**src/rtl/signed_divider_seq.sv**
```systemverilog
// Sequential two's-complement divider: 2N-bit dividend / N-bit divisor,
// restoring division on magnitudes, one quotient bit per clock.
module signed_divider_seq #(
   parameter int unsigned N = 4
) (
   input  logic             clk,
   input  logic             rstn,
   input  logic             start,
   input  logic [2*N-1:0]   dividend,
   input  logic [N-1:0]     divisor,
   output logic             busy,
   output logic             done,
   output logic [2*N-1:0]   quotient,
   output logic [N-1:0]     remainder,
   output logic             div_by_zero,
   output logic             overflow
);

   localparam int unsigned DW = 2 * N;
   localparam int unsigned CW = (DW > 1) ? $clog2(DW) : 1;

   localparam logic [1:0] S_IDLE   = 2'd0;
   localparam logic [1:0] S_DIVIDE = 2'd1;
   localparam logic [1:0] S_SIGN   = 2'd2;
   localparam logic [1:0] S_ZERO   = 2'd3;

   logic [1:0]    state_q, state_d;
   logic [DW-1:0] dvd_q, dvd_d;      // dividend magnitude, quotient bits shift in at LSB
   logic [N-1:0]  dvs_q, dvs_d;
   logic [N-1:0]  rem_q, rem_d;
   logic [CW-1:0] cnt_q, cnt_d;
   logic          qneg_q, qneg_d;
   logic          rneg_q, rneg_d;
   logic          ovf_pend_q, ovf_pend_d;
   logic          busy_q, busy_d;
   logic          done_q, done_d;
   logic [DW-1:0] quo_q, quo_d;
   logic [N-1:0]  remo_q, remo_d;
   logic          dbz_q, dbz_d;
   logic          ovf_q, ovf_d;

   logic [DW-1:0] dvd_abs;
   logic [N-1:0]  dvs_abs;
   logic [N:0]    pr;
   logic [N:0]    pr_sub;
   logic          pr_ge;

   // Magnitudes are unsigned, so the most negative values map to 2^(W-1)
   assign dvd_abs = dividend[DW-1] ? (~dividend + DW'(1)) : dividend;
   assign dvs_abs = divisor[N-1]   ? (~divisor + N'(1))   : divisor;

   assign pr     = {rem_q, dvd_q[DW-1]};
   assign pr_sub = pr - {1'b0, dvs_q};
   assign pr_ge  = (pr >= {1'b0, dvs_q});

   always_ff @(posedge clk or negedge rstn) begin
      if (!rstn) begin
         state_q    <= S_IDLE;
         dvd_q      <= '0;
         dvs_q      <= '0;
         rem_q      <= '0;
         cnt_q      <= '0;
         qneg_q     <= 1'b0;
         rneg_q     <= 1'b0;
         ovf_pend_q <= 1'b0;
         busy_q     <= 1'b0;
         done_q     <= 1'b0;
         quo_q      <= '0;
         remo_q     <= '0;
         dbz_q      <= 1'b0;
         ovf_q      <= 1'b0;
      end else begin
         state_q    <= state_d;
         dvd_q      <= dvd_d;
         dvs_q      <= dvs_d;
         rem_q      <= rem_d;
         cnt_q      <= cnt_d;
         qneg_q     <= qneg_d;
         rneg_q     <= rneg_d;
         ovf_pend_q <= ovf_pend_d;
         busy_q     <= busy_d;
         done_q     <= done_d;
         quo_q      <= quo_d;
         remo_q     <= remo_d;
         dbz_q      <= dbz_d;
         ovf_q      <= ovf_d;
      end
   end

   always_comb begin
      state_d    = state_q;
      dvd_d      = dvd_q;
      dvs_d      = dvs_q;
      rem_d      = rem_q;
      cnt_d      = cnt_q;
      qneg_d     = qneg_q;
      rneg_d     = rneg_q;
      ovf_pend_d = ovf_pend_q;
      busy_d     = busy_q;
      done_d     = 1'b0;
      quo_d      = quo_q;
      remo_d     = remo_q;
      dbz_d      = dbz_q;
      ovf_d      = ovf_q;

      case (state_q)
         S_IDLE: begin
            if (start) begin
               dvd_d      = dvd_abs;
               dvs_d      = dvs_abs;
               rem_d      = '0;
               cnt_d      = '0;
               qneg_d     = dividend[DW-1] ^ divisor[N-1];
               rneg_d     = dividend[DW-1];
               ovf_pend_d = (dividend == {1'b1, {(DW-1){1'b0}}}) && (divisor == '1);
               dbz_d      = 1'b0;
               ovf_d      = 1'b0;
               busy_d     = 1'b1;
               state_d    = (divisor == '0) ? S_ZERO : S_DIVIDE;
            end
         end
         S_DIVIDE: begin
            dvd_d = {dvd_q[DW-2:0], pr_ge};
            rem_d = pr_ge ? pr_sub[N-1:0] : pr[N-1:0];
            if (cnt_q == CW'(DW - 1)) begin
               cnt_d   = '0;
               state_d = S_SIGN;
            end else begin
               cnt_d = cnt_q + CW'(1);
            end
         end
         S_SIGN: begin
            quo_d   = qneg_q ? (~dvd_q + DW'(1)) : dvd_q;
            remo_d  = rneg_q ? (~rem_q + N'(1)) : rem_q;
            ovf_d   = ovf_pend_q;
            done_d  = 1'b1;
            busy_d  = 1'b0;
            state_d = S_IDLE;
         end
         S_ZERO: begin
            quo_d   = '0;
            remo_d  = '0;
            dbz_d   = 1'b1;
            done_d  = 1'b1;
            busy_d  = 1'b0;
            state_d = S_IDLE;
         end
         default: state_d = S_IDLE;
      endcase
   end

   assign busy        = busy_q;
   assign done        = done_q;
   assign quotient    = quo_q;
   assign remainder   = remo_q;
   assign div_by_zero = dbz_q;
   assign overflow    = ovf_q;

endmodule

```
**config.mk**
```make
export PLATFORM = sky130hd
export DESIGN_NAME = signed_divider_seq
export DESIGN_NICKNAME = d
export VERILOG_FILES = /design/src/rtl/signed_divider_seq.sv
export SDC_FILE = /design/constraint.sdc
export NUM_CORES = 1
export LEC_CHECK = 0
export BUFFER_PORTS_ARGS = -buffer_cell sky130_fd_sc_hd__clkbuf_2
export CORE_MARGIN = 2
export CORE_UTILIZATION = 51
export DETAILED_ROUTE_END_ITERATION = 6
export GPL_TIMING_DRIVEN = 0
export PLACE_DENSITY = 0.79
export SETUP_SLACK_MARGIN = 0.1
export SYNTH_ARGS = -nofsm -noshare
export SYNTH_HDL_FRONTEND = slang
export SYNTH_SLANG_ARGS = --single-unit
```
**constraint.sdc**
```tcl
create_clock -name clk -period 1.98 [get_ports clk]
set_clock_uncertainty 0.15 [all_clocks]
set_input_delay 0.198 -clock clk [delete_from_list [all_inputs] [get_ports clk]]
set_output_delay 0.198 -clock clk [all_outputs]
set_load 0.1 [all_outputs]
```
Yosys cells after proc, flatten, opt, wreduce, memory -nomap -nowiden
Cells that the tools add are included.
- equality and inequality tests: 8
- reductions and logical operators: 15
- $add $sub $neg: 6
- $lt $le $gt $ge: 1
- bitwise gates (word level): 5
- muxes and demuxes: 24
- operators by type and width (kind ; number):
    $pmux W8 S2 ; 2
    $mux W8 ; 3
    $add A8 B1 Y8 const B ; 2
    $mux W4 ; 4
    $not A8 Y8 ; 2
    $pmux W4 S2 ; 2
    $reduce_and A2 Y1 ; 6
    $reduce_bool A2 Y1 ; 5
    $add A4 B1 Y4 const B ; 2
    $eq A8 B8 Y1 const B ; 1
    $not A4 Y4 ; 2
    $mux W2 ; 3
    $mux W3 ; 2
    $pmux W1 S2 ; 3
    $pmux W2 S3 ; 1
    $pmux W3 S2 ; 1
    $ge A5 B4 Y1 ; 1
    $eq A2 B2 Y1 const B ; 2
    $eq A4 B4 Y1 const B ; 1
    $logic_not A4 Y1 ; 1
    $ne A2 B2 Y1 const B ; 2
    $sub A4 B4 Y4 ; 1
    $add A3 B1 Y3 const B ; 1
    $eq A3 B3 Y1 const B ; 1
    other kinds (6) ; 8
- input bits: 15
- output and inout port bits: 16
- logic and storage cells: 73
- register bits: 40

Longest topological paths before layout
Gate-level depths: netlist of run 1.
- word-level depth: 5
- gate-level depth with buffers: 7
- gate-level depth less buffers: 7

Worst setup path before layout of run 1
OpenSTA, ideal clock, no wires.
- kind: register -> register
- start: register rem_q[1]
- end: register rem_q[3]
- path slack: -0.062 ns
- buffers on the path: 0
- library setup time: 0.122 ns
- required time: 1.708 ns
- arrival time: 1.771 ns
- period minus slack after synthesis: 2.042 ns
- stages on the path, launching flop included: 6
- cell sequence: dfrtp_1 > ha_1 > a21oi_1 > a31oi_1 > or4_1 > a32o_1
- cells in the longest elaborated chain, start to end: 3
- elaborated cells on any way between the ends: 4
- classes of those cells: 1 x add/sub; 1 x order compare; 2 x mux
- ends and longest elaborated chain (what ; RTL line ; text):
    from (decl) ; 30 ; logic [N-1:0] rem_q, rem_d;
    from (signal assigned) ; 76 ; rem_q <= rem_d;
    $sub A4 B4 Y4 or $ge A5 B4 Y1 (tied branches) ; 53, 54 ;
    $mux W4 (*) ; 124 ; rem_d = pr_ge ? pr_sub[N-1:0] : pr[N-1:0];
    $pmux W4 S2 (*) ; 106 ; case (state_q)
Mark *: on every way between the ends. The rest lies on a longest branch, timed or not.
A chain may end at the register's enable or synchronous reset.

Worst setup path after layout of run 1
Ends and elaborated chain as after synthesis.

==> out/summary.txt, run 1 <==
post-synthesis async set-or-reset flop share -> 100%
leading area contributor after synthesis -> dfrtp_1
routed via count -> 1837
placed inst area -> 2440 µm²
core area -> 4090 µm²
Rows -> 23
Critical Path RT -> 2.03 ns
global-route wire length before repair -> 8390 µm
Setup crit end kind -> register
Final setup viols -> 0
commonest non-fill, non-tap cell in the layout -> dfrtp_1
Num CTS Buffers -> 5
HPWL Detailed -> 3490 µm
clock sinks -> 40
run status -> completed
area of the die -> 4880 µm²
Post-synth EDFFs -> 0
crit path launch type -> register
vias in the first global route -> 1740
Ys Warns -> 0
post-route design area -> 2750 µm²
WL final -> 5130 µm
CTS clk-pin slew, worst paths -> 0.08 ns
CP arrival -> 1.96 ns
CP Cell Sequence -> ha_4, a21oi_4, a31oi_4, or4_1, a32o_1
DRC Markers -> 0
CTS max path bufs -> 2
Final nets -> 304
Die Span Y -> 69.9 µm
drt pass-1 iters -> 4
gpl congestion -> 0.867
CP delay by family, top -> compound AO/OA/AOI/OAI gates
layout cell share with drive strength beyond 1 -> 28.2%
crit-path max FO -> 4
Root Buffer -> clkbuf_8
Cells after Synth -> 225
vias per cell -> 5.62
Final Cycle Share -> 96.5%
worst skew pair latency -> 0.30 ns
Syn-to-layout area delta -> 24.4%
initial core utilization -> 54.1%
fmax -> 0.523 GHz
Post-Syn Area per Cell -> 9.83 µm²
CP peak stage delay -> 0.45 ns
H-tree Lvls -> 2
PortBufs -> 28
# fillers -> 340
largest net degree at the start of global routing -> 41
synthesized area -> 2210 µm²
initial antenna violation count -> 0
Slowest-stage cell, CP -> dfrtp_2
sequential share of the synthesized area -> 45.2%
Iter 0 DRT Violations -> 83
Worst slew margin -> 35.8%
most frequent cells in the layout -> 37 x dfrtp_1, 30 x clkbuf_2, 19 x nand2_1
syn_nets -> 252
CTS tree -> done
top cell type's share of synthesized area -> 45.2%
GRT overflow -> 0
Final Max Slew Viols -> 0
crit path buf inv count -> 0
Final ANT Viol Nets -> 0
post-route minimum period -> 1.91 ns
Primary FF master, synth -> dfrtp_1
RSZ-0062 raised after global routing -> true
main area contributors after synthesis -> dfrtp_1 45%, ha_1 6.2%, o31ai_1 3.4%, nand2_1 3.2%, o2bb2ai_1 3.2%
WL/cell -> 15.7 µm
Setup Crit Path Kind -> reg -> reg
GRT Resource Usage Total -> 22.0%
diode count -> 0
Least-Margin Pin Slew -> 0.963 ns
Max-cap violations -> 0
Yosys cell types -> 43
Hold WC Path Type -> in -> reg
Die Width -> 69.9 µm
Hold Vio Cnt, Final -> 0
IO Pins -> 31
Yosys reg bits -> 40
==> per-layer routing <==
layer  global-route usage [%]  share of wire (%)  up-vias
li1                         -                  -      908
met2                     36.5                 51       53
met4                     6.62                1.7        0
met3                     5.48                6.0        7
met1                     28.6                 42      869
met5                        0                  0        -
==> cell type report <==
cell class	count	area (µm²)	area share [%]
buffer	14	76.3	2.77
clock buffer	5	68.8	2.50
clock inverter	2	12.5	0.455
inverter	16	60.1	2.18
multi-input combinational	155	1200	43.5
sequential	40	1000	36.5
tap	50	62.6	2.27
timing repair buffer	45	270	9.82
==> timing repair <==
item / in CTS / in global routing
setup buffers: 5 / 11
resized for setup: 14 / 11
endpoints found under the hold margin: 40 / 0
endpoints found under the setup margin: 22 / 11
pin swaps: 4 / 9
hold buffers: 1 / 0
==> worst register-to-register path, delay by kind of cell, from the launching register on <==
| kind | cells | cell delay [ns] |
|---|---|---|
| compound gates | 3 | 0.55 |
| flops | 1 | 0.45 |
| simple gates | 1 | 0.41 |
| fa+ha+maj | 1 | 0.26 |
==> final timing paths <==
check	end	start	cells after the start	slack (ns)
max	rem_q[3]$_DFFE_PN0P_	rem_q[1]$_DFFE_PN0P_	5	0.07
min	dvd_q[6]$_DFFE_PN0P_	dividend[6]	3	0.05
max reg2reg	rem_q[3]$_DFFE_PN0P_	rem_q[1]$_DFFE_PN0P_	5	0.07
min reg2reg	quotient[6]$_DFFE_PN0N_	quotient[6]$_DFFE_PN0N_	2	0.33
max in group asynchronous	dvd_q[2]$_DFFE_PN0P_	rstn	2	0.60
min in group asynchronous	quotient[4]$_DFFE_PN0N_	rstn	2	0.42
==> state kept, by name, indices dropped and copies added, names as in the netlist <==
signal	flops
dvd_q	8
quotient	8
dvs_q	4
rem_q	4
remainder	4
cnt_q	3
state_q	2
busy	1
div_by_zero	1
done	1
overflow	1
ovf_pend_q	1
qneg_q	1
rneg_q	1
==> per-stage QoR <==
step	hold slack (ns)	worst slack, ns	util [%]	TNS (ns)	instances
after detailed placement	0.256	-0.0352	59.8	-0.0720	303
final	0.0542	0.0689	67.4	0	327
after floorplan	-0.248	0.0891	-	0	225
after global routing	0.0876	-0.00474	67.4	-0.00474	327
after global placement	0.248	-0.000757	59.8	-0.000757	303
after CTS	0.0454	-0.00393	64.3	-0.00393	316
==> synthesized netlist by cell type (all sizes together), types with 4 or more instances <==
library cell	number
a21oi	8
a22oi	4
clkbuf	11
dfrtp	40
ha	11
inv	16
mux2i	4
nand2	19
nand2b	4
nand3	4
nor2	14
nor2b	5
o21ai	13
o2bb2ai	8
o31ai	10
xnor2	7
xor2	8
==> logic make-up after synthesis <==
logic type	count (synthesis)	synth area share (%)
buffers and inverters	30	5.60
adders and majority gates	12	7.13
AOI/OAI and AO/OA	59	18.9
muxes	4	1.81
xor gates and xnor gates	15	5.94
and+or+nand+nor	65	15.4
DFF	40	45.2
Power of run 1 is not shown: default switching activity piles up to over one toggle a cycle in this logic, so the estimate is an artifact.
==> inputs of run 2 (changes only) <==
--- a/config.mk
+++ b/config.mk
@@ -7,10 +7,10 @@
 export LEC_CHECK = 0
 export BUFFER_PORTS_ARGS = -buffer_cell sky130_fd_sc_hd__clkbuf_2
 export CORE_MARGIN = 2
-export CORE_UTILIZATION = 51
+export CORE_UTILIZATION = 50
 export DETAILED_ROUTE_END_ITERATION = 6
 export GPL_TIMING_DRIVEN = 0
-export PLACE_DENSITY = 0.79
+export PLACE_DENSITY = 0.78
 export SETUP_SLACK_MARGIN = 0.1
 export SYNTH_ARGS = -nofsm -noshare
 export SYNTH_HDL_FRONTEND = slang
==> constraint.sdc (replaced) <==
create_clock -name clk -period 1.98 [get_ports clk]
set_clock_uncertainty 0.15 [all_clocks]
set_input_delay 0.099 -clock clk [delete_from_list [all_inputs] [get_ports clk]]
set_output_delay 0.099 -clock clk [all_outputs]
set_load 0.1 [all_outputs]
==> out/summary.txt, run 2 (synthesis gave the netlist of run 1 again) <==
CP arrival -> 1.97 ns
area of the die -> 4970 µm²
Die Width -> 70.5 µm
Root Buffer -> clkbuf_8
Setup crit end kind -> register
Setup Crit Path Kind -> reg -> reg
drt pass-1 iters -> 4
multi-input logic area -> 1240 µm²
# fillers -> 331
Final ANT Viol Nets -> 0
Num CTS Buffers -> 5
clock sinks -> 40
vias per cell -> 5.76
vias in the first global route -> 1890
WL/cell -> 16.6 µm
CTS tree -> done
global-route wire length before repair -> 8790 µm
gpl congestion -> 0.866
GRT Resource Usage Total -> 22.9%
WL final -> 5580 µm
fmax -> 0.520 GHz
Final Cycle Share -> 97.1%
Hold WC Path Type -> in -> reg
diode count -> 0
Reg area -> 1000 µm²
CTS max path bufs -> 2
initial antenna violation count -> 0
most frequent cells in the layout -> 37 x dfrtp_1, 30 x clkbuf_2, 20 x buf_4
largest net degree at the start of global routing -> 41
initial core utilization -> 51.5%
WHS -> 0.0111 ns
commonest non-fill, non-tap cell in the layout -> dfrtp_1
CTS clk-pin slew, worst paths -> 0.08 ns
Worst slew margin -> 31.9%
RSZ-0062 raised after global routing -> true
final cell utilization of the core -> 66.7%
DRC Markers -> 0
Rows -> 24
routed via count -> 1940
layout cell share with drive strength beyond 1 -> 30.2%
crit-path max FO -> 2
Final Max Slew Viols -> 0
worst skew pair latency -> 0.29 ns
crit path launch type -> register
H-tree Lvls -> 2
Critical Path RT -> 2.03 ns
Syn-to-layout area delta -> 29.4%
HPWL Detailed -> 3540 µm
post-route design area -> 2860 µm²
IO Pins -> 31
run status -> completed
Die Span Y -> 70.5 µm
Hold Vio Cnt, Final -> 0
Least-Margin Pin Slew -> 1.02 ns
core area -> 4290 µm²
Max-cap violations -> 0
Final setup viols -> 0
Final nets -> 312
placed inst area -> 2450 µm²
GRT overflow -> 0
post-route minimum period -> 1.92 ns
Iter 0 DRT Violations -> 128
PortBufs -> 28
## run 2: stage by stage
step / std cells / TNS (ns) / worst slack, ns
3_5_place_dp: 305 / -0.451 / -0.0797
2_1_floorplan: 225 / 0 / 0.0891
4_1_cts: 328 / 0 / 0.0773
6_report: 337 / 0 / 0.0576
5_1_grt: 337 / -0.0441 / -0.0441
3_3_place_gp: 305 / -0.0572 / -0.0339
## run 2: cell type report
cell class / instances / share of cell area, %
clock inverters: 1 / 0.175
well taps: 52 / 2.27
plain buffers: 14 / 2.53
inverters: 16 / 2.19
repair buffers: 53 / 11.9
multi-input cells: 155 / 43.3
flip-flops and latches: 40 / 35.1
clock buffers: 6 / 2.53
## run 2: per-layer routing
layer / GRT usage [%] / part of all wire (%) / up-vias
li1: - / - / 921
met1: 29.3 / 42 / 940
met2: 37.9 / 50 / 69
met3: 5.77 / 6.7 / 10
met4: 7.69 / 1.7 / 0
met5: 0 / 0 / -
## run 2: path summary, 6_finish.rpt
kind | startpoint | to | slack (ns) | cells past startpoint
max | dvd_q[1]$_DFFE_PN0P_ | quotient[6]$_DFFE_PN0N_ | 0.06 | 7
min | divisor[1] | dvs_q[1]$_DFFE_PN0P_ | 0.01 | 3
max reg2reg | dvd_q[1]$_DFFE_PN0P_ | quotient[6]$_DFFE_PN0N_ | 0.06 | 7
min reg2reg | quotient[0]$_DFFE_PN0N_ | quotient[0]$_DFFE_PN0N_ | 0.33 | 1
max in group asynchronous | rstn | rem_q[1]$_DFFE_PN0P_ | 0.63 | 2
min in group asynchronous | rstn | quotient[5]$_DFFE_PN0N_ | 0.36 | 2
## run 2: what timing repair did
action                                  in CTS  in global routing
resized for setup                           18                 16
setup buffers                               12                  9
endpoints found under the setup margin      21                 12
pin swaps                                    5                  7
endpoints found under the hold margin       43                  0
hold buffers                                 4                  0
## run 2: critical path, cell delays in order, from the launching register on
cell	delay, ns
dfrtp_1	0.41
buf_6	0.13
inv_4	0.05
ha_4	0.13
or3b_4	0.39
o31ai_4	0.24
xor2_1	0.09
o31ai_1	0.24
Power of run 2 is left out for the same reason.
==> inputs of run 3 (changes only) <==
--- a/config.mk
+++ b/config.mk
@@ -8,6 +8,7 @@
 export BUFFER_PORTS_ARGS = -buffer_cell sky130_fd_sc_hd__clkbuf_2
 export CORE_MARGIN = 2
 export CORE_UTILIZATION = 50
+export CTS_BUF_LIST = sky130_fd_sc_hd__clkbuf_4 sky130_fd_sc_hd__clkbuf_8
 export DETAILED_ROUTE_END_ITERATION = 6
 export GPL_TIMING_DRIVEN = 0
 export PLACE_DENSITY = 0.78
==> out/summary.txt, run 3 (synthesis gave the netlist of run 1 again) <==
run status -> completed
Iter 0 DRT Violations -> 115
post-placement setup slack -> -0.0797 ns
Final Max Slew Viols -> 0
fmax -> 0.519 GHz
vias in the first global route -> 1881
Syn-to-layout area delta -> 30.3%
drt pass-1 iters -> 4
CTS tree -> done
IO Pins -> 31
most frequent cells in the layout -> 37 x dfrtp_1, 29 x clkbuf_2, 20 x buf_4
crit path buf inv count -> 2
H-tree Lvls -> 2
crit-path max FO -> 2
diode count -> 0
Num CTS Buffers -> 5
WL/cell -> 16.2 µm
CP peak stage delay -> 0.41 ns
post-route minimum period -> 1.93 ns
r2r setup slk -> 0.05 ns
Die Width -> 70.5 µm
Setup crit end kind -> register
global-route wire length before repair -> 8800 µm
initial antenna violation count -> 0
PortBufs -> 28
RSZ-0062 raised after global routing -> true
core area -> 4290 µm²
vias per cell -> 5.67
Hold Vio Cnt, Final -> 0
area of the die -> 4970 µm²
CP arrival -> 1.97 ns
Max-cap violations -> 0
CTS max path bufs -> 2
CP Cell Sequence -> buf_6, inv_4, ha_4, or3b_4, o31ai_4, xor2_1, o31ai_1
Worst slew margin -> 33.0%
crit path launch type -> register
Least-Margin Pin Slew -> 1.00 ns
gpl congestion -> 0.866
Rows -> 24
worst skew pair latency -> 0.29 ns
Root Buffer -> clkbuf_8
GRT overflow -> 0
fin worst setup slack -> 0.0521 ns
Cells after DPL -> 305
commonest non-fill, non-tap cell in the layout -> dfrtp_1
Critical Path RT -> 2.03 ns
CP delay by family, top -> compound AO/OA/AOI/OAI gates
Setup Crit Path Kind -> reg -> reg
Final setup viols -> 0
Finished Layout Cells -> 338
Slowest-stage cell, CP -> dfrtp_1
CTS clk-pin slew, worst paths -> 0.07 ns
WHS -> 0.00620 ns
initial core utilization -> 51.5%
Final Cycle Share -> 97.4%
Hold WC Path Type -> in -> reg
DRC Markers -> 0
layout cell share with drive strength beyond 1 -> 30.4%
HPWL Detailed -> 3540 µm
largest net degree at the start of global routing -> 41
GRT Resource Usage Total -> 23.0%
WL final -> 5480 µm
Final nets -> 313
clock sinks -> 40
Final ANT Viol Nets -> 0
Die Span Y -> 70.5 µm
routed via count -> 1916
run 3: cell count changes in the layout (fill, tap and decap cells not counted):
cell and delta:
buf_6 +1, clkbuf_1 -1, clkbuf_2 -1, clkbuf_4 +1, dlygate4sd3_1 +1
run 3: path summary, 6_finish.rpt:
check	from	depth (start not counted)	to
setup / recovery	dvd_q[1]$_DFFE_PN0P_	7	quotient[6]$_DFFE_PN0N_
hold / removal	divisor[1]	3	dvs_q[1]$_DFFE_PN0P_
setup reg to reg	dvd_q[1]$_DFFE_PN0P_	7	quotient[6]$_DFFE_PN0N_
hold reg to reg	quotient[4]$_DFFE_PN0N_	1	quotient[4]$_DFFE_PN0N_
max in group asynchronous	rstn	2	dvd_q[2]$_DFFE_PN0P_
min in group asynchronous	rstn	2	quotient[5]$_DFFE_PN0N_
run 3: layout make-up:
class	instances	area [µm²]
clock buffer	6	76.3
sequential	40	1000
inverter	16	62.6
fill	330	1410
timing repair buffer	54	358
buffer	14	72.6
clock inverter	1	5.00
tap	52	65.1
multi-input combinational	155	1240
run 3: layer usage:
metal  wire [µm]  GRT usage [%]  vias to the layer above
met5           0              0                        -
li1            -              -                      921
met3         349           5.48                        9
met4          74           8.12                        0
met2        2750           37.5                       69
met1        2300           29.9                      917
run 3: per-stage QoR:
| step | cell area (µm²) | setup TNS (ns) | util [%] |
|---|---|---|---|
| 2_1_floorplan | 2240 | 0 | - |
| 3_3_place_gp | 2450 | -0.0572 | 57.0 |
| 3_5_place_dp | 2450 | -0.451 | 57.0 |
| 4_1_cts | 2740 | 0 | 63.8 |
| 5_1_grt | 2880 | -0.0549 | 67.1 |
| 6_report | 2880 | 0 | 67.1 |
run 3: what timing repair did:
item                                    in CTS  in global routing
pin swaps                                    5                  7
endpoints found under the hold margin       44                  0
hold buffers                                 5                  0
buffers inserted                            12                  9
cloned                                       0                  0
resized for setup                           18                 18
endpoints found under the setup margin      21                 13
run 3: worst min-delay path, cell delays in order:
cell and delay (ns):
clkbuf_2 0.10, mux2i_1 0.07, a21oi_1 0.13
Power of run 3 is left out for the same reason.
